==> config.mk <==
export PLATFORM = sky130hd
export DESIGN_NAME = booth_mult8_issuer_flat
export DESIGN_NICKNAME = d
export VERILOG_FILES = /design/src/rtl/booth_mult8_issuer_if.sv /design/src/rtl/booth_mult8_issuer.sv /design/src/flat_wrapper.sv
export SDC_FILE = /design/constraint.sdc
export NUM_CORES = 1
export LEC_CHECK = 0
export ABC_AREA = 0
export BUFFER_PORTS_ARGS = -buffer_cell sky130_fd_sc_hd__buf_4
export CAP_MARGIN = 20
export CORE_MARGIN = 2
export CORE_UTILIZATION = 30
export DETAILED_ROUTE_END_ITERATION = 12
export PLACE_DENSITY = 0.55
export SLEW_MARGIN = 20
export SYNTH_ARGS = -nofsm -noshare
export SYNTH_HDL_FRONTEND = slang
export SYNTH_SLANG_ARGS = --single-unit
export TNS_END_PERCENT = 50
==> constraint.sdc <==
create_clock -name clk -period 2.4 [get_ports clk]
set_clock_uncertainty 0.1 [all_clocks]
set_input_delay 0.36 -clock clk [delete_from_list [all_inputs] [get_ports clk]]
set_output_delay 0.36 -clock clk [all_outputs]
set_load 0.01 [all_outputs]
==> src/rtl/booth_mult8_issuer_if.sv <==
// Request, multiplier-core and result signals of the Booth multiplier issuer.
// The master modport is the issuer's view; slave is the environment's view.
interface booth_mult8_issuer_if;
  logic        in_valid;
  logic        in_ready;
  logic [7:0]  in_a;
  logic [7:0]  in_b;
  logic [1:0]  in_mode;

  logic        core_start;
  logic [7:0]  core_mcand;
  logic [7:0]  core_mult;
  logic [1:0]  core_sign_mode;
  logic [15:0] core_product;
  logic        core_done;

  logic        out_valid;
  logic        out_ready;
  logic [15:0] out_product;
  logic [7:0]  out_a;
  logic [7:0]  out_b;
  logic [1:0]  out_mode;
  logic        out_timeout;

  logic        busy;
  logic [15:0] txn_count;

  modport master (
    input  in_valid, in_a, in_b, in_mode, core_product, core_done, out_ready,
    output in_ready, core_start, core_mcand, core_mult, core_sign_mode,
           out_valid, out_product, out_a, out_b, out_mode, out_timeout,
           busy, txn_count
  );

  modport slave (
    output in_valid, in_a, in_b, in_mode, core_product, core_done, out_ready,
    input  in_ready, core_start, core_mcand, core_mult, core_sign_mode,
           out_valid, out_product, out_a, out_b, out_mode, out_timeout,
           busy, txn_count
  );
endinterface

==> src/rtl/booth_mult8_issuer.sv <==
// One-at-a-time issuer for an 8x8 multiplier core: start in cycle 1, result L+2 (or timeout).
// No skid: in_ready drops from accept until the result handshake; result held until out_ready.
module booth_mult8_issuer #(
  parameter int TIMEOUT_CYCLES = 64,
  parameter bit PASS_OPERANDS  = 1'b1
) (
  input logic                  clk,
  input logic                  rst,
  booth_mult8_issuer_if.master bus
);

  typedef enum logic [1:0] {
    S_IDLE  = 2'd0,
    S_ISSUE = 2'd1,
    S_WAIT  = 2'd2,
    S_HOLD  = 2'd3
  } state_t;

  localparam logic [7:0] TMO_LAST = 8'(TIMEOUT_CYCLES - 1);

  state_t      state;
  state_t      next_state;
  logic        ready_q;
  logic [7:0]  mcand_q;
  logic [7:0]  mult_q;
  logic [1:0]  mode_q;
  logic [7:0]  tmo_cnt;
  logic [15:0] product_q;
  logic        timeout_q;
  logic [15:0] txn_cnt;
  logic        accept;
  logic        tmo_hit;

  assign accept  = (state == S_IDLE) && ready_q && bus.in_valid;
  assign tmo_hit = (tmo_cnt == TMO_LAST);

  always_ff @(posedge clk) begin
    if (rst) begin
      state <= S_IDLE;
    end else begin
      state <= next_state;
    end
  end

  // core_done is only looked at in WAIT, so a stale done during ISSUE is never captured.
  always_comb begin
    next_state = state;
    case (state)
      S_IDLE:  if (accept) next_state = S_ISSUE;
      S_ISSUE: next_state = S_WAIT;
      S_WAIT:  if (bus.core_done || tmo_hit) next_state = S_HOLD;
      S_HOLD:  if (bus.out_ready) next_state = S_IDLE;
      default: next_state = S_IDLE;
    endcase
  end

  always_ff @(posedge clk) begin
    if (rst) begin
      ready_q   <= 1'b0;
      mcand_q   <= '0;
      mult_q    <= '0;
      mode_q    <= '0;
      tmo_cnt   <= '0;
      product_q <= '0;
      timeout_q <= 1'b0;
      txn_cnt   <= '0;
    end else begin
      // Registered so in_ready has no path from in_valid/out_ready.
      ready_q <= (next_state == S_IDLE);

      if (accept) begin
        mcand_q <= bus.in_a;
        mult_q  <= bus.in_b;
        mode_q  <= bus.in_mode;
      end

      if (state == S_ISSUE) begin
        tmo_cnt <= '0;
      end else if (state == S_WAIT) begin
        tmo_cnt <= tmo_cnt + 8'd1;
      end

      if (state == S_WAIT) begin
        if (bus.core_done) begin
          product_q <= bus.core_product;
          timeout_q <= 1'b0;
        end else if (tmo_hit) begin
          product_q <= '0;
          timeout_q <= 1'b1;
        end
      end

      if ((state == S_HOLD) && bus.out_ready) begin
        txn_cnt <= txn_cnt + 16'd1;
      end
    end
  end

  assign bus.in_ready       = ready_q;
  assign bus.core_start     = (state == S_ISSUE);
  assign bus.core_mcand     = mcand_q;
  assign bus.core_mult      = mult_q;
  assign bus.core_sign_mode = mode_q;
  assign bus.out_valid      = (state == S_HOLD);
  assign bus.out_product    = product_q;
  assign bus.out_timeout    = timeout_q;
  assign bus.out_a          = PASS_OPERANDS ? mcand_q : 8'd0;
  assign bus.out_b          = PASS_OPERANDS ? mult_q : 8'd0;
  assign bus.out_mode       = PASS_OPERANDS ? mode_q : 2'd0;
  assign bus.busy           = (state != S_IDLE);
  assign bus.txn_count      = txn_cnt;

endmodule

==> src/flat_wrapper.sv <==
// flat-port wrapper written by rule: the top's interface ports become plain ports
module booth_mult8_issuer_flat 
#(
  parameter int TIMEOUT_CYCLES = 64,
  parameter bit PASS_OPERANDS  = 1'b1
)
  (clk, rst, bus_in_valid, bus_in_a, bus_in_b, bus_in_mode, bus_core_product, bus_core_done, bus_out_ready, bus_in_ready, bus_core_start, bus_core_mcand, bus_core_mult, bus_core_sign_mode, bus_out_valid, bus_out_product, bus_out_a, bus_out_b, bus_out_mode, bus_out_timeout, bus_busy, bus_txn_count);
  booth_mult8_issuer_if bus_i ();
  input logic clk;
  input logic rst;
  input wire logic [$bits(bus_i.in_valid)-1:0] bus_in_valid;
  input wire logic [$bits(bus_i.in_a)-1:0] bus_in_a;
  input wire logic [$bits(bus_i.in_b)-1:0] bus_in_b;
  input wire logic [$bits(bus_i.in_mode)-1:0] bus_in_mode;
  input wire logic [$bits(bus_i.core_product)-1:0] bus_core_product;
  input wire logic [$bits(bus_i.core_done)-1:0] bus_core_done;
  input wire logic [$bits(bus_i.out_ready)-1:0] bus_out_ready;
  output wire logic [$bits(bus_i.in_ready)-1:0] bus_in_ready;
  output wire logic [$bits(bus_i.core_start)-1:0] bus_core_start;
  output wire logic [$bits(bus_i.core_mcand)-1:0] bus_core_mcand;
  output wire logic [$bits(bus_i.core_mult)-1:0] bus_core_mult;
  output wire logic [$bits(bus_i.core_sign_mode)-1:0] bus_core_sign_mode;
  output wire logic [$bits(bus_i.out_valid)-1:0] bus_out_valid;
  output wire logic [$bits(bus_i.out_product)-1:0] bus_out_product;
  output wire logic [$bits(bus_i.out_a)-1:0] bus_out_a;
  output wire logic [$bits(bus_i.out_b)-1:0] bus_out_b;
  output wire logic [$bits(bus_i.out_mode)-1:0] bus_out_mode;
  output wire logic [$bits(bus_i.out_timeout)-1:0] bus_out_timeout;
  output wire logic [$bits(bus_i.busy)-1:0] bus_busy;
  output wire logic [$bits(bus_i.txn_count)-1:0] bus_txn_count;
  assign bus_i.in_valid = bus_in_valid;
  assign bus_i.in_a = bus_in_a;
  assign bus_i.in_b = bus_in_b;
  assign bus_i.in_mode = bus_in_mode;
  assign bus_i.core_product = bus_core_product;
  assign bus_i.core_done = bus_core_done;
  assign bus_i.out_ready = bus_out_ready;
  assign bus_in_ready = bus_i.in_ready;
  assign bus_core_start = bus_i.core_start;
  assign bus_core_mcand = bus_i.core_mcand;
  assign bus_core_mult = bus_i.core_mult;
  assign bus_core_sign_mode = bus_i.core_sign_mode;
  assign bus_out_valid = bus_i.out_valid;
  assign bus_out_product = bus_i.out_product;
  assign bus_out_a = bus_i.out_a;
  assign bus_out_b = bus_i.out_b;
  assign bus_out_mode = bus_i.out_mode;
  assign bus_out_timeout = bus_i.out_timeout;
  assign bus_busy = bus_i.busy;
  assign bus_txn_count = bus_i.txn_count;
  booth_mult8_issuer #(.TIMEOUT_CYCLES(TIMEOUT_CYCLES), .PASS_OPERANDS(PASS_OPERANDS)) u_core (.clk(clk), .rst(rst), .bus(bus_i));
endmodule
# After elaboration in Yosys (flattened, before gate mapping)
# Cells that the tools add are included.
# classes
n_reduce_logical	10
mux	8
eq_ne	4
add_sub_neg	2
# ops
operator	n
$mux W16	2
$add A16 B1 Y16 const B	1
$add A8 B1 Y8 const B	1
$eq A8 B6 Y1 const B	1
$pmux W2 S4	1
$mux W2	3
$eq A2 B2 Y1 const B	2
$logic_not A2 Y1	2
$reduce_bool A2 Y1	2
$logic_and A1 B1 Y1	3
$eq A2 B1 Y1 const B	1
$mux W1	2
$reduce_and A2 Y1	1
$reduce_or A2 Y1	1
$logic_or A1 B1 Y1	1
# totals
out_inout_bits	73
input_bits	39
ff_bits	62
elab_cells	33

# Depth between registers and ports, before layout
# logic_depth
ltp_word	6
ltp_mapped	7
ltp_nobuf	5

# Worst setup path before layout
# No wires, ideal clock.
# synth_timing
kind	register to register
from	reg u_core.txn_cnt[0], in the netlist u_core.bus.txn_count[0]
to	reg u_core.txn_cnt[14], in the netlist u_core.bus.txn_count[14]
path_buffers	0
synth_period_minus_slack_ns	1.935
slack_ns	0.465
setup_ns	0.070
t_arrival_ns	1.765
stages_incl_launch_ff	6
required_ns	2.230
cell_sequence	dfxtp_1 -> ha_1 -> nand3_2 -> or3_4 -> or4_1 -> a21oi_1
# synth_via
elab_chain_len	1
# synth_lines
element	line	text
from (decl)	booth_mult8_issuer.sv:30	logic [15:0] txn_cnt;
from (signal assigned)	booth_mult8_issuer.sv:94	txn_cnt <= txn_cnt + 16'd1;
$add A16 B1 Y16	booth_mult8_issuer.sv:94	
# No other way between the ends.
# A chain may end at the register's enable or synchronous reset.

# Worst setup path after layout
# layout_timing
from	reg u_core.txn_cnt[1], in the netlist u_core.bus.txn_count[1]
to	reg u_core.txn_cnt[14], in the netlist u_core.bus.txn_count[14]
# Same word-level chain as after synthesis.

==> flow_summary.ini <==
[critical_path]
r2r-end = u_core.bus.txn_count[14]
arrival_ps = 2190
start_kind = flop
r2r_setup_slack_ps = 370
crit_start = u_core.bus.txn_count[1]
worstSetupPathType = reg2reg
reg2reg_depth = 5
timing.rr.start = u_core.bus.txn_count[1]
cp.required_ps = 2560
cp_max_fo = 5
endpoint = u_core.bus.txn_count[14]
critPathCaptureType = flop

[sta]
tightest_slew_ps = 1020
clock.fmax_ghz = 0.494
hold_ws_ps = 138
maxSlewHeadroom_pct = 31.9
finalSetupViolCount = 0
timing.final.crit_period_ps = 2030
setup_ws_ps = 374
grt_setup_unrepaired = false
finalMaxSlewViolations = 0
tns_ps = 0
fin_crit_sh_pct = 84.4
hold_violations = 0

[synthesis]
syn_area_um2 = 2530
synth_edf_count = 0
ys.flop_type = dfxtp_1
synth-seq-cells = 62
synth_nets = 327
yosys.area.top_type = dfxtp_1
async_flop_share_pct = 0
synth_cells = 286
synth_top_area_share_pct = 49.1
ys_seq_area_share_pct = 49.1
yosys_warnings = 0
synthTopCellsByCount = 62 x dfxtp_1, 44 x nand2_1, 30 x a21oi_1, 25 x nor2_1, 19 x buf_4
synthMostInstantiatedCell = dfxtp_1
avgSynthCellArea_um2 = 8.85
ys_types = 39
synth.area.top_cells = dfxtp_1 49%, nand2_1 6.5%, a21oi_1 5.9%

[clock_tree]
cts.repair.resized = 0
cts_tree = built
htree_num_levels = 3
clk_path_buf_depth = 2
clk_latency_ps = 330
root_buffer = clkbuf_8
post-cts-setup-buffer-count = 0
clkSinkCount = 62
hold_buffers = 0
cts_buffers = 9
path_clk_slew_ps = 70

[final_layout]
fill_cells = 865
seq_area_um2 = 1240
fin_nets = 421
multi_input_area_um2 = 1070
area_growth_pct = 38.2
drive_gt1_share_pct = 35.3
antenna_cells = 0

[die]
fp.dieArea_um2 = 9180
start_util_pct = 30.9
fp.dieW_um = 95.8
dieHeight_um = 95.8
io_pins = 112
num_rows = 33
core_um2 = 8180

[global_routing]
grt_max_degree = 45
antenna_found_initial = 0
track_usage_pct = 13.9
grt_remaining_overflow = 0
grt_pass1_vias = 2061
grt_pass1_wl_mm = 9.79

[drt]
wl_per_cell_um = 12.6
drt-pass1-iter-count = 4
via_per_inst = 4.68
wirelength_mm = 6.17
via_count = 2291
detail_route.iter0.violations = 55
drtAntennaViolNets = 0
drc = 0

[placement]
dp_hpwl_mm = 4.42
numPortBuffers = 111
globalplace.congestion = 0.761
placement.setup.worst_slack_ps = 397

[pwr]
powerDensity_nw_per_um2 = 611
max-vdd-ir-drop_uv = 313
power_leakage_nw = 1.49

[hold_path]
worstHoldPathType = in2reg
min_from = bus_core_product[9]
min_path_cells = 2

[job]
max_cap_violations = 0

[run_status]
status = completed
worst min-delay path by stage:
stage,to,slack (ps)
5_1_grt,u_core.bus.out_product[9],120
3_5_place_dp,u_core.bus.out_timeout,360
2_1_floorplan,u_core.tmo_cnt[4],370
6_report,u_core.bus.out_product[9],140
3_3_place_gp,u_core.bus.out_timeout,350
4_1_cts,u_core.bus.out_product[9],120
metal layers:
| layer | global-route usage [%] | vias up | part of all wire, % |
|---|---|---|---|
| li1 | - | 1155 | - |
| met4 | 5.24 | 0 | 1.1 |
| met2 | 20.3 | 87 | 43 |
| met1 | 18.1 | 1039 | 47 |
| met5 | 0 | - | 0 |
| met3 | 5.87 | 10 | 9.2 |
critical path, cell delays in order, from the launching register on:
cell and delay, ps:
dfxtp_1 410, ha_1 250, nand3_2 120, or3_4 410, or4_1 500, a21oi_1 160
through the flow:
step	std cells	utilization, %	power [mW]	instance area [um^2]
6_report	490	42.8	2.14	3500
5_1_grt	490	42.8	2.25	3500
4_1_cts	490	42.8	2.18	3500
3_5_place_dp	474	40.7	1.38	3330
3_3_place_gp	474	40.7	1.38	3330
2_1_floorplan	286	-	1.25	2530
sequential cells by signal (all words and copies together) (netlist names):
register                   flops
u_core.bus.in_ready            1
u_core.bus.out_timeout         1
u_core.bus.core_mcand          8
u_core.bus.txn_count          16
u_core.bus.core_mult           8
u_core.bus.out_product        16
u_core.state                   2
u_core.tmo_cnt                 8
u_core.bus.core_sign_mode      2
cells by family after synthesis:
| family | share of synthesized area (%) |
|---|---|
| compound gates | 13.7 |
| fa+ha+maj | 0.989 |
| simple gates | 21.7 |
| flops | 49.1 |
| xor+xnor | 4.50 |
| buf+inv | 8.85 |
| mux | 1.24 |
power breakdown:
group | leakage [nW] | total, mW | internal, mW | switching, mW
Sequential | 0.502 | 1.09 | 1.06 | 0.0304
Clock | 0.0861 | 0.787 | 0.398 | 0.389
Combinational | 0.901 | 0.258 | 0.134 | 0.124
cell usage in the layout, fill, tap and decap left out, drive strengths merged, types with 3 or more instances in the layout:
cell type  Yosys  layout
xor2           3       3
dfxtp         62      62
buf           25     115
inv            6       6
nor4           4       4
nor3           5       5
a21oi         30      30
nand2b         4       4
a22o          16      16
clkbuf         7      12
clkinv         0       3
or3            5       5
nor2          25      25
nand3          9       9
o21ai          5       5
nand4          5       5
nand2         44      44
xnor2         10      10
final cells by class:
class	count	area share [%]
Inverter	6	0.644
Multi-Input combinational cell	186	30.6
Tap cell	105	3.76
Timing Repair Buffer	115	24.7
Clock buffer	12	4.15
Sequential cell	62	35.5
Clock inverter	4	0.644
No activity file was read; power rests on OpenSTA's default activity.
